**config.mk**
```make
export PLATFORM = sky130hd
export DESIGN_NAME = fetch_unit
export DESIGN_NICKNAME = d
export VERILOG_FILES = /design/src/rtl/fetch_pkg.sv /design/src/rtl/if_id_reg.sv /design/src/rtl/fetch_unit.sv
export SDC_FILE = /design/constraint.sdc
export NUM_CORES = 1
export LEC_CHECK = 0
export BUFFER_PORTS_ARGS = -buffer_cell sky130_fd_sc_hd__buf_4
export CORE_MARGIN = 8
export CORE_UTILIZATION = 46
export DETAILED_ROUTE_END_ITERATION = 10
export HOLD_SLACK_MARGIN = 0.12
export PLACE_DENSITY = 0.76
export SETUP_SLACK_MARGIN = 0.1
export SLEW_MARGIN = 20
export SYNTH_ARGS = -nofsm -noshare
export SYNTH_HDL_FRONTEND = slang
export SYNTH_HIERARCHICAL = 1
export SYNTH_SLANG_ARGS = --single-unit
```
**constraint.sdc**
```tcl
create_clock -name clk_i -period 2.2 [get_ports clk_i]
set_clock_uncertainty 0.1 [all_clocks]
set_input_delay 0.22 -clock clk_i [delete_from_list [all_inputs] [get_ports clk_i]]
set_output_delay 0.22 -clock clk_i [all_outputs]
set_load 0.005 [all_outputs]
```
**src/rtl/fetch_pkg.sv**
```systemverilog
// Fetch stage shared types: FSM state, IF/ID payload, default reset PC.
// Latency: n/a (types and a helper only).
// Backpressure: n/a.
package fetch_pkg;

  localparam logic [31:0] DEFAULT_RESET_PC = 32'h0000_0000;

  typedef enum logic [1:0] {
    BOOT   = 2'd0,
    FETCH  = 2'd1,
    HALTED = 2'd2
  } fetch_state_e;

  typedef struct packed {
    logic        valid;
    logic [31:0] pc;
    logic [31:0] instr;
  } if_id_t;

  // Instruction fetches are word sized; only the two LSBs matter.
  function automatic logic is_word_aligned(input logic [1:0] addr_lsbs);
    return addr_lsbs == 2'b00;
  endfunction

endpackage

```
**src/rtl/if_id_reg.sv**
```systemverilog
// IF/ID pipeline register with load, flush (valid-only clear) and hold.
// Latency: one cycle from load_i to if_id_o.
// Backpressure: holds contents whenever neither load_i nor flush_i is set.
module if_id_reg
  import fetch_pkg::*;
(
  input  logic        clk_i,
  input  logic        rst_i,
  input  logic        load_i,
  input  logic        flush_i,
  input  logic [31:0] pc_i,
  input  logic [31:0] instr_i,
  output if_id_t      if_id_o
);

  if_id_t if_id_q;
  if_id_t if_id_d;

  // Flush only drops valid so pc/instr keep their last captured values.
  always_comb begin
    if_id_d = if_id_q;
    if (flush_i) begin
      if_id_d.valid = 1'b0;
    end else if (load_i) begin
      if_id_d = '{valid: 1'b1, pc: pc_i, instr: instr_i};
    end
  end

  // Register stage; reset wipes the whole payload, not just valid.
  always_ff @(posedge clk_i or posedge rst_i) begin
    if (rst_i) begin
      if_id_q <= '0;
    end else begin
      if_id_q <= if_id_d;
    end
  end

  assign if_id_o = if_id_q;

endmodule

```
**src/rtl/fetch_unit.sv**
```systemverilog
// Instruction fetch: PC sequencing, BOOT/FETCH/HALTED control, IF/ID capture.
// Latency: zero-latency imem read, instruction lands in IF/ID on the same edge.
// Backpressure: stall_i holds PC, IF/ID and count; optional FETCH_MISALIGN_CHECK_EN traps unaligned redirects.
module fetch_unit
  import fetch_pkg::*;
#(
  parameter logic [31:0] RESET_PC = DEFAULT_RESET_PC,
  parameter int unsigned PC_STEP  = 4
) (
  input  logic        clk_i,
  input  logic        rst_i,
  input  logic        stall_i,
  input  logic        halt_i,
  input  logic        redirect_valid_i,
  input  logic [31:0] redirect_pc_i,
  output logic [31:0] imem_addr_o,
  input  logic [31:0] imem_instr_i,
  output logic        if_valid_o,
  output logic [31:0] if_pc_o,
  output logic [31:0] if_instr_o,
  output logic [31:0] fetch_cnt_o,
  output logic        misalign_o
);

  localparam logic [31:0] STEP = 32'(PC_STEP);

  fetch_state_e state_q, state_d;
  logic [31:0]  pc_q, pc_d;
  logic [31:0]  cnt_q, cnt_d;
  logic         load;
  logic         flush;
  logic [31:0]  target;
  logic         bad_target;
  if_id_t       if_id;

`ifdef FETCH_MISALIGN_CHECK_EN
  logic misalign_q;
  logic misalign_set;

  assign target       = redirect_pc_i;
  assign bad_target   = !is_word_aligned(redirect_pc_i[1:0]);
  assign misalign_set = redirect_valid_i & bad_target;

  // Sticky trap flag: once an unaligned redirect is seen it stays until reset.
  always_ff @(posedge clk_i or posedge rst_i) begin
    if (rst_i) begin
      misalign_q <= 1'b0;
    end else if (misalign_set) begin
      misalign_q <= 1'b1;
    end
  end

  assign misalign_o = misalign_q;
`else
  logic [1:0] unused_redirect_lsbs;

  assign unused_redirect_lsbs = redirect_pc_i[1:0];
  assign target               = {redirect_pc_i[31:2], 2'b00};
  assign bad_target           = 1'b0;
  assign misalign_o           = 1'b0;
`endif

  // Next-state decode: redirect beats everything, then stall, then halt.
  always_comb begin
    state_d = state_q;
    pc_d    = pc_q;
    cnt_d   = cnt_q;
    load    = 1'b0;
    flush   = 1'b0;
    if (redirect_valid_i) begin
      flush = 1'b1;
      if (bad_target) begin
        state_d = HALTED;
      end else begin
        pc_d    = target;
        state_d = FETCH;
      end
    end else begin
      case (state_q)
        BOOT: begin
          state_d = FETCH;
        end
        FETCH: begin
          if (!stall_i) begin
            if (halt_i) begin
              state_d = HALTED;
              flush   = 1'b1;
            end else begin
              load  = 1'b1;
              pc_d  = pc_q + STEP;
              cnt_d = cnt_q + 32'd1;
            end
          end
        end
        HALTED: begin
          state_d = HALTED;
        end
        default: begin
          state_d = BOOT;
        end
      endcase
    end
  end

  // Control and PC state; reset restarts in BOOT at RESET_PC.
  always_ff @(posedge clk_i or posedge rst_i) begin
    if (rst_i) begin
      state_q <= BOOT;
      pc_q    <= RESET_PC;
      cnt_q   <= '0;
    end else begin
      state_q <= state_d;
      pc_q    <= pc_d;
      cnt_q   <= cnt_d;
    end
  end

  if_id_reg u_if_id_reg (
    .clk_i   (clk_i),
    .rst_i   (rst_i),
    .load_i  (load),
    .flush_i (flush),
    .pc_i    (pc_q),
    .instr_i (imem_instr_i),
    .if_id_o (if_id)
  );

  assign imem_addr_o = pc_q;
  assign if_valid_o  = if_id.valid;
  assign if_pc_o     = if_id.pc;
  assign if_instr_o  = if_id.instr;
  assign fetch_cnt_o = cnt_q;

endmodule

```
### Word-level counts from Yosys, hierarchy flattened

Index checks and enable logic that the tools add are counted.

| word-level totals | value |
|---|---|
| bits in registers | 131 |
| bits of input ports | 69 |

| cells by class | value |
|---|---|
| muxes and demuxes | 18 |
| add/sub/neg operators | 2 |
| reductions and logical operators | 7 |
| bitwise gates (word level) | 4 |
| eq/ne operators | 6 |

Operators by type and width:

| kind | count |
|---|---|
| 32-bit 2-to-1 mux | 4 |
| 65-bit 2-to-1 mux | 1 |
| 32-bit by 1-bit adder with 32-bit output (second input constant) | 1 |
| 32-bit by 3-bit adder with 32-bit output (second input constant) | 1 |
| 1-bit 2-to-1 mux | 9 |
| 2-bit 2-to-1 mux | 3 |
| 3-bit != test (second input constant) | 2 |
| 2-bit case mux with 3 select lines | 1 |
| 2-bit by 1-bit != test with 1-bit output (second input constant) | 2 |
| 1-bit inverter | 4 |
| 2-bit AND reduction | 2 |
| 4-bit AND reduction | 1 |
| 2-bit nonzero test | 2 |
| 3-bit AND reduction | 1 |
| 2-bit by 1-bit == test with 1-bit output (second input constant) | 1 |
| 2-bit == test (second input constant) | 1 |
| 2-bit logical NOT | 1 |

### Depth between registers and ports, before layout

| logic depth | value |
|---|---|
| depth after elaboration | 6 |
| depth in mapped cells | 9 |
| mapped depth without buffers | 6 |

### By module

Netlist, hierarchy kept.

Modules (own cells, without submodules):

| module | times used | area each (µm²) | cells an instance | seq. area each (µm²) |
|---|---|---|---|---|
| fetch_unit | 1 | 3445.8 | 362 | 1601.5 |
| if_id_reg | 1 | 2737.6 | 140 | 1626.6 |

### Worst setup path before layout

OpenSTA, ideal clock, no wires.

| timing path | value |
|---|---|
| path kind | register to register |
| start point | register state_q[1] |
| end point | register cnt_q[26], in the netlist fetch_cnt_o[26] |
| setup slack | -107 ps |
| setup time | 124 ps |
| stages on the path, launching flop included | 9 |
| buffers on the path | 2 |
| arrival | 2083 ps |
| data required time | 1976 ps |
| path through | dfrtp_1 inv_1 ha_1 or4b_1 buf_2 nor3_2 buf_2 nand4_1 xnor2_1 |

| on the way | value |
|---|---|
| longest elaborated chain between the ends | 2 |

Ends and longest elaborated chain:

| what | RTL line | RTL |
|---|---|---|
| start: declaration | fetch_unit.sv:27 | `fetch_state_e state_q, state_d;` |
| start signal: assignment | fetch_unit.sv:112 | `state_q <= state_d;` |
| 2-bit by 1-bit == test with 1-bit output | fetch_unit.sv:79 | `case (state_q)` |
| 4-bit AND reduction (no source line) | n/a |  |
| end signal: assignment | fetch_unit.sv:114 | `cnt_q <= cnt_d;` |
| end: declaration | fetch_unit.sv:29 | `logic [31:0] cnt_q, cnt_d;` |

Every way passes these cells.
A chain may end at the register's enable or synchronous reset.

### Worst setup path in the final report

| timing path | value |
|---|---|
| start point | register state_q[1] |
| end point | register u_if_id_reg.if_id_q, in the netlist u_if_id_reg/if_id_o[3] |

| on the way | value |
|---|---|
| elaborated cells on any way between the ends | 7 |
| classes of those cells | 1 x eq/ne; 4 x mux; 1 x bitwise; 1 x reduce/logical |

RTL lines:

| what | RTL line | RTL |
|---|---|---|
| 2-bit by 1-bit == test with 1-bit output | fetch_unit.sv:79 |  |
| 1-bit 2-to-1 mux | fetch_unit.sv:79 |  |
| 1-bit 2-to-1 mux | fetch_unit.sv:70 | `if (redirect_valid_i) begin` |
| named net load | fetch_unit.sv:30 | `logic load;` |
| 2-bit AND reduction (no source line) | n/a |  |
| end signal: assignment | if_id_reg.sv:34 | `if_id_q <= if_id_d;` |
| end: declaration | if_id_reg.sv:16 | `if_id_t if_id_q;` |

The timed path passes the listed nets, and every way through them passes these cells.

==> summary.txt <==
CP required -> 2.39 ns
Total grt overflow -> 0
Total power -> 9.31 mW
Least-Margin Pin Slew -> 0.584 ns
Tmin final -> 2.26 ns
First-pass DRT Iterations -> 5
Asr flop ratio synth -> 1.00
Tcrit/Tclk final -> 1.03
Max transition margin -> 0.610
DR vias -> 5305
Synth cell types -> 47
Wire per inst -> 19.8 um
Internal power -> 6.75 mW
Sw Pwr -> 2.56 mW
Site Rows -> 42
Combinational power share -> 0.328
Die W -> 132 um
CTS tree -> built
Synth Cell Area -> 0.00618 sq mm
CTS Sinks -> 129
Core ar. -> 0.0132 sq mm
DR vias/cell -> 5.26
First-pass GRT wire length -> 31000 um
Max VDD drop -> 0.000592 V
Endpoints failing hold -> 0
P&R area growth vs syn -> 57.7%
Fin util -> 0.739
Vert. Die Dim -> 132 um
Crit path capture type -> flop
Most used DFF post-synth -> dfrtp_1
Worst-Skew Late Latency -> 0.41 ns
Initial core utilization -> 0.469
Routed Antenna Nets -> 0
Fin Hold WS -> 0.136 ns
Inserted Clock Buffers -> 17
WP data arrival -> 2.45 ns
Avg Cell Area, Syn -> 12.3 sq um
Failing checks -> setup timing
Outcome -> complete, but fails checks
Final setup violation count -> 69
Sequential share of power -> 0.384
Layout Nets -> 895
Gate Count Post-Synth -> 502
PD cells -> 954 mW/mm^2
Clock slew at reported path FFs -> 0.06 ns
Critical setup path kind -> flop to flop
Placed inst area -> 0.00806 sq mm
Setup crit start kind -> flop
Hold WC Path Type -> primary input to flop
RSZ-0062 raised after global routing -> yes
Leak pwr -> 4.58 nW
Number of flops mapped to enable cells by yosys -> 0
Clock Root Buffer -> clkbuf_16
Seq cells post-synth -> 129
Clock Path Buffers -> 2
WL final -> 20000 um
Sw Ratio -> 0.275
Clock Power Share -> 0.288
Synth warn -> 6
TNS Setup -> -2.02 ns
Antenna violations before repair -> 0
Gpl congestion -> 0.861
Filler cells -> 817
Drt drc -> 0
HPWL after DPL -> 13000 um
Vias in the first global route -> 5752
Fmax -> 443 MHz
Top-Level Pins -> 199
Max-slew violations -> 0
Final instance area -> 0.00975 sq mm
Crit-path max FO -> 8
Full die area -> 0.0174 sq mm
MaxCap Viol Count -> 0
CTS H-Tree Depth -> 4
Final setup margin -> -0.0578 ns
Seq/Total Area, Yosys -> 0.522
Antenna diodes -> 0
Number of buffers added on ports -> 193
Largest net degree at the start of global routing -> 40
DR iter-0 viols -> 313
GRT Overall Usage -> 0.221
Ratio of cells with drive above 1 in the final layout -> 0.473
==> layout make-up <==
| cell class | count | area (sq um) | share of cell area |
|---|---|---|---|
| repair buffers | 325 | 2810 | 0.289 |
| multi-input cells | 332 | 2870 | 0.294 |
| clock buffers | 24 | 472 | 0.0484 |
| clock inverters | 6 | 82.6 | 0.00847 |
| well taps | 176 | 220 | 0.0226 |
| flip-flops and latches | 129 | 3230 | 0.331 |
| inverters | 17 | 66.3 | 0.00680 |
==> repair_timing <==
item / CTS / global route
setup buffers: 11 / 7
pin swaps: 9 / 17
setup endpoints to repair: 90 / 104
hold buffers: 65 / 0
hold endpoints to repair: 111 / 0
gates cloned: 1 / 3
gates resized for setup: 21 / 36
==> final timing paths <==
check / startpoint / end / slack, ns / depth (start not counted)
max in group asynchronous: rst_i / fetch_cnt_o[13]$_DFFE_PP0P_ / 0.86 / 4
setup / recovery: state_q[1]$_DFFE_PP0P_ / u_if_id_reg/if_id_o[3]$_DFFE_PP0P_ / -0.06 / 8
min in group asynchronous: rst_i / fetch_cnt_o[4]$_DFFE_PP0P_ / 0.35 / 3
hold reg to reg: fetch_cnt_o[31]$_DFFE_PP0P_ / fetch_cnt_o[31]$_DFFE_PP0P_ / 0.37 / 1
setup reg to reg: state_q[1]$_DFFE_PP0P_ / u_if_id_reg/if_id_o[3]$_DFFE_PP0P_ / -0.06 / 8
hold / removal: halt_i / u_if_id_reg/if_id_o[64]$_DFFE_PP0P_ / 0.14 / 4
==> sequential cells by signal (all words and copies together), names as in the netlist <==
register / cells
state_q: 2
imem_addr_o: 30
u_if_id_reg/if_id_o: 65
fetch_cnt_o: 32
==> logic make-up (layout without fill, tap and decap cells) <==
family | after synthesis | in the layout | synth area share
simple gates | 169 | 169 | 0.154
xor+xnor | 42 | 42 | 0.0595
flops | 129 | 129 | 0.522
compound gates | 44 | 44 | 0.0465
buf+inv | 45 | 372 | 0.0496
mux | 68 | 68 | 0.160
other cells | 1 | 5 | 0.000606
fa+ha+maj | 4 | 4 | 0.00809
==> cells in the final DEF, fill, tap and decap left out, types with 3 or more instances in the layout <==
cell           instances
buf_4                240
dfrtp_1              126
dlygate4sd3_1         65
mux2_4                64
nand2_1               39
xnor2_1               34
nand4_1               22
nand3_1               21
nor2_1                20
clkbuf_16             20
o21ai_0               13
inv_1                 13
a31oi_1               10
or4_1                  9
nor3_1                 8
xor2_1                 7
or4_4                  7
o31ai_1                7
and3_1                 7
conb_1                 5
clkbuf_1               5
buf_12                 5
buf_8                  5
buf_6                  5
o211ai_1               4
and2_1                 4
and4_1                 4
mux2i_1                3
o31ai_2                3
inv_2                  3
nor2_4                 3
clkinv_2               3
dfrtp_2                3
==> power by group through the flow <==
stage / sequential, mW / combinational [mW] / clock (mW)
after global placement: 3.51 / 2.71 / 0
after detailed placement: 3.56 / 2.76 / 0
after global routing: 3.65 / 3.24 / 2.83
after CTS: 3.54 / 2.96 / 2.70
final: 3.57 / 3.05 / 2.68
after floorplan: 3.56 / 1.20 / 0
==> synth_stat cells (all sizes together) (12+ instances only) <==
library cell / n / area [sq um]
dfrtp: 129 / 3230
mux2: 65 / 957
nand2: 39 / 146
xnor2: 34 / 298
nand4: 24 / 171
nand3: 23 / 115
nor2: 23 / 86.3
inv: 17 / 63.8
buf: 16 / 198
or4: 16 / 120
a31oi: 13 / 81.3
o21ai: 13 / 65.1
clkbuf: 12 / 45.0
==> worst max-delay path, stage by stage, from the launching register on <==
cell and delay (ns):
dfrtp_1 0.39, inv_2 0.08, ha_4 0.14, or4b_4 0.48, inv_4 0.07, nor2b_4 0.23
buf_12 0.18, buf_16 0.14, mux2_4 0.32
==> routing by layer <==
metal  share of wire  wire length [um]  global-route usage  vias up
li1                -                 -                   -     2430
met1            0.42              8470               0.266     2652
met2            0.50             10100               0.370      200
met3           0.058              1160              0.0675       23
met4           0.015               299              0.0702        0
met5               0                 0                   0        -
==> metrics by stage <==
| step | setup slack [ns] | instances |
|---|---|---|
| 2_1_floorplan | 0.0165 | 506 |
| 3_3_place_gp | 0.0192 | 893 |
| 3_5_place_dp | -0.0471 | 893 |
| 4_1_cts | 0.00509 | 1000 |
| 5_1_grt | -0.106 | 1009 |
| 6_report | -0.0578 | 1009 |
Note: power is estimated with default switching activity, not from simulation.
